===== src/rtl/invaders_pkg.sv =====
// ---------------------------------------------------------------------------
// invaders_pkg
// Shared definitions for the invaders game blocks: playfield geometry, the
// coordinate widths used on the bullet/hit interface, and the bullet state
// encoding that the field and renderer also decode.
// No ports (package).
// ---------------------------------------------------------------------------
package invaders_pkg;

  localparam int GRID_W = 20;
  localparam int GRID_H = 16;
  localparam int X_W    = 5;
  localparam int Y_W    = 4;

  typedef enum logic [1:0] {
    IDLE,
    FLYING,
    RETIRE
  } bullet_state_t;

endpackage


===== src/rtl/player_bullet_tick_divider.sv =====
// ---------------------------------------------------------------------------
// tick_divider
// Free-running clock divider producing a one-cycle tick every PERIOD cycles.
// The counter runs 0..PERIOD-1 and the tick is high while it sits at PERIOD-1,
// so the first tick after reset lands on the PERIOD-th clock.
// Ports:
//   clk_36MHz  in  1  system clock
//   reset      in  1  asynchronous reset, active low
//   tick       out 1  one-cycle pulse every PERIOD cycles
// ---------------------------------------------------------------------------
module tick_divider #(
  parameter int PERIOD = 72000
) (
  input  logic clk_36MHz,
  input  logic reset,
  output logic tick
);

  localparam int CW = (PERIOD > 1) ? $clog2(PERIOD) : 1;
  localparam logic [CW-1:0] LAST = CW'(PERIOD - 1);

  logic [CW-1:0] count;

  // Count up and wrap to zero on the last value of the period.
  always_ff @(posedge clk_36MHz or negedge reset) begin
    if (!reset) begin
      count <= '0;
    end else if (count == LAST) begin
      count <= '0;
    end else begin
      count <= count + 1'b1;
    end
  end

  assign tick = (count == LAST);

endmodule


===== src/rtl/player_bullet.sv =====
// ---------------------------------------------------------------------------
// player_bullet
// Player cannon and single-bullet controller. Moves the cannon along the
// bottom row from the buttons, launches one bullet per fire press, steps it up
// one row per bullet tick, and retires it on a hit pulse from the invader
// field or when it leaves the top row.
// Optional feature macro: SCORE_COUNTER_EN (builds the saturating hit counter;
// without it score is tied to zero).
// Ports:
//   clk_36MHz      in  1  system clock
//   reset          in  1  asynchronous reset, active low
//   btn_left       in  1  move cannon toward column 0 (level)
//   btn_right      in  1  move cannon toward X_MAX (level)
//   btn_fire       in  1  fire request (level, rising edge used)
//   hit            in  1  registered invader hit pulse
//   player_x       out 5  cannon column
//   bullet_x       out 5  bullet column
//   bullet_y       out 4  bullet row
//   bullet_active  out 1  bullet in flight
//   score          out 8  saturating hit count
// ---------------------------------------------------------------------------
module player_bullet
  import invaders_pkg::*;
#(
  parameter int BULLET_PERIOD = 72000,
  parameter int MOVE_PERIOD   = 1800000,
  parameter int X_MAX         = 19,
  parameter int Y_START       = 14
) (
  input  logic           clk_36MHz,
  input  logic           reset,
  input  logic           btn_left,
  input  logic           btn_right,
  input  logic           btn_fire,
  input  logic           hit,
  output logic [X_W-1:0] player_x,
  output logic [X_W-1:0] bullet_x,
  output logic [Y_W-1:0] bullet_y,
  output logic           bullet_active,
  output logic [7:0]     score
);

  localparam logic [X_W-1:0] X_LIMIT = X_W'(X_MAX);
  localparam logic [X_W-1:0] X_HOME  = X_W'(X_MAX / 2);
  localparam logic [Y_W-1:0] Y_INIT  = Y_W'(Y_START);

  bullet_state_t state;
  logic          bullet_tick;
  logic          move_tick;
  logic          fire_q;
  logic          fire_rise;

  tick_divider #(.PERIOD(BULLET_PERIOD)) u_bullet_div (
    .clk_36MHz (clk_36MHz),
    .reset     (reset),
    .tick      (bullet_tick)
  );

  tick_divider #(.PERIOD(MOVE_PERIOD)) u_move_div (
    .clk_36MHz (clk_36MHz),
    .reset     (reset),
    .tick      (move_tick)
  );

  // Fire edge detect so a held button launches only once.
  always_ff @(posedge clk_36MHz or negedge reset) begin
    if (!reset) begin
      fire_q <= 1'b0;
    end else begin
      fire_q <= btn_fire;
    end
  end

  assign fire_rise = btn_fire & ~fire_q;

  // Cannon: steps on move_tick only when exactly one direction is held,
  // saturating at both edges of the grid.
  always_ff @(posedge clk_36MHz or negedge reset) begin
    if (!reset) begin
      player_x <= X_HOME;
    end else if (move_tick) begin
      if (btn_left && !btn_right && (player_x != '0)) begin
        player_x <= player_x - 1'b1;
      end else if (btn_right && !btn_left && (player_x != X_LIMIT)) begin
        player_x <= player_x + 1'b1;
      end
    end
  end

  // Bullet FSM. Entering RETIRE drops bullet_active at once but leaves the
  // coordinates where they were for that one cycle; RETIRE then parks them at
  // row/column 0 (row 0 never matches the field compare) and returns to IDLE.
  // Hit wins over a coincident bullet tick.
  always_ff @(posedge clk_36MHz or negedge reset) begin
    if (!reset) begin
      state         <= IDLE;
      bullet_x      <= '0;
      bullet_y      <= '0;
      bullet_active <= 1'b0;
    end else begin
      case (state)
        IDLE: begin
          bullet_active <= 1'b0;
          if (fire_rise) begin
            state         <= FLYING;
            bullet_x      <= player_x;
            bullet_y      <= Y_INIT;
            bullet_active <= 1'b1;
          end
        end
        FLYING: begin
          if (hit) begin
            state         <= RETIRE;
            bullet_active <= 1'b0;
          end else if (bullet_tick) begin
            if (bullet_y == '0) begin
              state         <= RETIRE;
              bullet_active <= 1'b0;
            end else begin
              bullet_y <= bullet_y - 1'b1;
            end
          end
        end
        RETIRE: begin
          state         <= IDLE;
          bullet_x      <= '0;
          bullet_y      <= '0;
          bullet_active <= 1'b0;
        end
        default: begin
          state         <= IDLE;
          bullet_x      <= '0;
          bullet_y      <= '0;
          bullet_active <= 1'b0;
        end
      endcase
    end
  end

`ifdef SCORE_COUNTER_EN
  // Count hits that land on a bullet in flight, holding at 255.
  always_ff @(posedge clk_36MHz or negedge reset) begin
    if (!reset) begin
      score <= 8'd0;
    end else if ((state == FLYING) && hit && (score != 8'hFF)) begin
      score <= score + 8'd1;
    end
  end
`else
  assign score = 8'd0;
`endif

endmodule


===== config.mk =====
export PLATFORM = sky130hd
export DESIGN_NAME = player_bullet
export DESIGN_NICKNAME = d
export VERILOG_FILES = /design/src/rtl/invaders_pkg.sv /design/src/rtl/player_bullet_tick_divider.sv /design/src/rtl/player_bullet.sv
export SDC_FILE = /design/constraint.sdc
export NUM_CORES = 1
export LEC_CHECK = 0
export BUFFER_PORTS_ARGS = -buffer_cell sky130_fd_sc_hd__buf_2
export CORE_MARGIN = 2
export CORE_UTILIZATION = 55
export CTS_CLUSTER_SIZE = 24
export DETAILED_ROUTE_END_ITERATION = 6
export PLACE_DENSITY = 0.75
export SYNTH_ARGS = -nofsm -noshare
export SYNTH_HDL_FRONTEND = slang
export SYNTH_SLANG_ARGS = --single-unit

===== constraint.sdc =====
create_clock -name clk_36MHz -period 5.7 [get_ports clk_36MHz]
set_clock_uncertainty 0.1 [all_clocks]
set_input_delay 0.285 -clock clk_36MHz [delete_from_list [all_inputs] [get_ports clk_36MHz]]
set_output_delay 0.285 -clock clk_36MHz [all_outputs]
set_load 0.02 [all_outputs]

==> metrics <==
outcome=complete, but fails checks; failing checks=hold timing; P_int=0.000554 W; final setup fails=0; Port Buffers=20; Worst-path clk slew=0.09 ns; critical path's slowest cell=dfrtp_1; crit path capture type=flip-flop; die height=74.7 um; critical-path cell list=nor3_1 -> a21o_1 -> inv_1 -> ha_1 -> nor2b_1 -> o21ai_0 -> and3_1 -> nor3_1 -> xor2_1; CTS Root Cell=clkbuf_8; synthesized area per cell=10.5 um^2; critical path required time=5.83 ns; # placed instances=348; Die Wd=74.7 um; DRT Pass-1 Iters=4; setup slack, reg-to-reg=3.42 ns; routed len/inst=12.8 um; Top Family by Delay on Critical Path=simple AND/OR/NAND/NOR gates; post-layout util=63.2%; H-tree depth=2; Layout Area Growth over Synthesis=10.0%; area of the core=0.00479 mm^2; Tmin final=2.28 ns; Synth Instances=262; first-pass GRT wire length=7.71 mm; clock latency on the worst-skew pair=0.30 ns; clock sinks=56; Distinct cells, synth=43; period utilization=40.1%; final hold slack=-0.00950 ns; layout cell share with drive strength beyond 1=12.1%; Rows=25; total power=0.000725 W; Synth area leader=dfrtp_1; setup tns final=0 ns; Final ANT Viol Nets=0; clock buffer depth=2; grt total ovfl=0; Worst EP arrival=2.41 ns; DP HPWL=3.31 mm; critical path class=flip-flop to flip-flop; Pins Over Slew Limit=0; NetSw=0.000171 W; area of the multi-input gates=0.00127 mm^2; vias per cell=5.44; post-CTS setup buffers=0; DRC viols=0; maximum vdd drop=0.000126 V; Top FF cell, synth=dfrtp_1; Starting Density=57.5%; Sw Share=23.6%; Synth top area share=49.1%; #FFs+latches synth=56; Crit Path Max Fanout=7; Buf+Inv Stages, Crit Path=1; layout net count=302; DIE AREA=0.00558 mm^2; FF+latch area=0.00140 mm^2; n_diodes=0; CTS tree=done; Vias=1942; total CTS buffers=5; LEAKAGE=1.40 nW; mapped cell area=0.00275 mm^2; clock share of power=34.8%; gr usage total=18.0%; Hold Crit Class=input port to asynchronous set/reset pin; synth warn=0; largest net degree at the start of global routing=57; Synth async-reset ratio=100%; combinational power share=8.1%; count leader, synth=dfrtp_1; list of most frequent post-synthesis cells=dfrtp_1 (54), nor2_1 (29), nand2_1 (20), xnor2_1 (20), nand3_1 (15); Initial DRC Count=90; Cell Pwr Density=240 mW/mm^2; final cell count without fillers=357; fmax=0.438 GHz; Worst setup SP type=flip-flop; initial antenna violation count=0; Routed WL=4.57 mm; final RePlAce weighted congestion=0.898; RSZ-0062 raised after global routing=no; top post-synthesis cells by area=dfrtp_1 (49%), xnor2_1 (6.4%), xor2_1 (4.5%), nor2_1 (4.0%), ha_1 (2.7%); Max-slew headroom=40.1%; Filler cells=411; Boundary Pins=29; part of the power in registers=57.1%; slew at the pin closest to its max-slew limit=0.897 ns; vias in the first global route=1771; sequential-to-total area share from yosys stat=51.0%; MaxCap Viol Count=0; Post-synth EDFFs=0; CP most frequent cell=nor3_1; Largest stage delay, worst path=0.46 ns; Final Hold Viols=10
## path summary, 6_finish.rpt
kind,startpoint,end,cells after the start
min in group clk_36MHz,hit,state[1],3
max in group asynchronous,reset,u_move_div.count[14],2
worst max register to register,player_x[1],player_x[4],9
worst max-delay path,player_x[1],player_x[4],9
worst min-delay path,reset,u_bullet_div.count[14],2
worst min register to register,u_bullet_div.count[4],u_bullet_div.count[4],1
## cells in the final DEF (no fill, tap or decap), types with 6 or more instances in the layout
cell type / synthesis / final
xor2_1: 14 / 14
ha_1: 6 / 6
conb_1: 1 / 8
buf_2: 0 / 20
xnor2_1: 20 / 20
nand2b_1: 7 / 7
nor2_1: 29 / 29
nand4_1: 6 / 6
and3_1: 9 / 9
inv_1: 9 / 9
nor3_1: 9 / 9
nand3_1: 15 / 15
a22o_1: 6 / 6
nand2_1: 20 / 20
dfrtp_1: 54 / 54
## cell type report
cell class | count | area share [%]
tap | 67 | 2.77
sequential | 56 | 46.4
timing repair buffer | 22 | 3.89
clock inverter | 3 | 1.41
clock buffer | 5 | 2.27
inverter | 9 | 1.12
multi-input combinational | 195 | 42.1
## routing by layer
layer / GRT usage (%) / up-vias / routed length, um
met2: 28.4 / 31 / 2140
met4: 7.74 / 0 / 61
met5: 0 / - / 0
met3: 3.75 / 5 / 112
met1: 24.1 / 951 / 2260
li1: - / 955 / -
## sequential cells by signal, summed over array words and instances, names as in the netlist
register / flops
bullet_x: 5
u_bullet_div.count: 17
state: 2
bullet_active: 1
bullet_y: 4
player_x: 5
u_move_div.count: 21
fire_q: 1
## through the flow
stage | instance area (um^2) | hold WS (ns) | setup slack, ns
floorplan | 2780 | -0.111 | 3.53
detailed placement | 2900 | 0.313 | 3.44
global placement | 2900 | 0.309 | 3.44
CTS | 3030 | 0.0246 | 3.40
finish | 3030 | -0.00950 | 3.42
global route | 3030 | 0.0533 | 3.17
## timing repair
item	CTS	global route
hold buffers	1	0
resized for setup	0	0
endpoints found under the setup margin	0	0
hold endpoints to repair	1	0
## cells by family after synthesis
kind of cell               Yosys count  synth area share, %
DFF                                 56                 51.0
buffers and inverters               18                 3.55
and+or+nand+nor                    115                 22.6
adders and majority gates            7                 3.46
other                                1                0.136
muxes                                1                0.364
xor gates and xnor gates            34                 10.8
AOI/OAI and AO/OA                   30                 8.05
## power groups by stage
stage | Combinational (W) | Clock [W] | Sequential, W
floorplan | 0.0000331 | 0 | 0.000428
global placement | 0.0000584 | 0 | 0.000421
detailed placement | 0.0000590 | 0 | 0.000422
CTS | 0.0000596 | 0.000264 | 0.000414
global route | 0.0000654 | 0.000281 | 0.000416
finish | 0.0000587 | 0.000252 | 0.000414
Power figures use the tool's default switching activity.
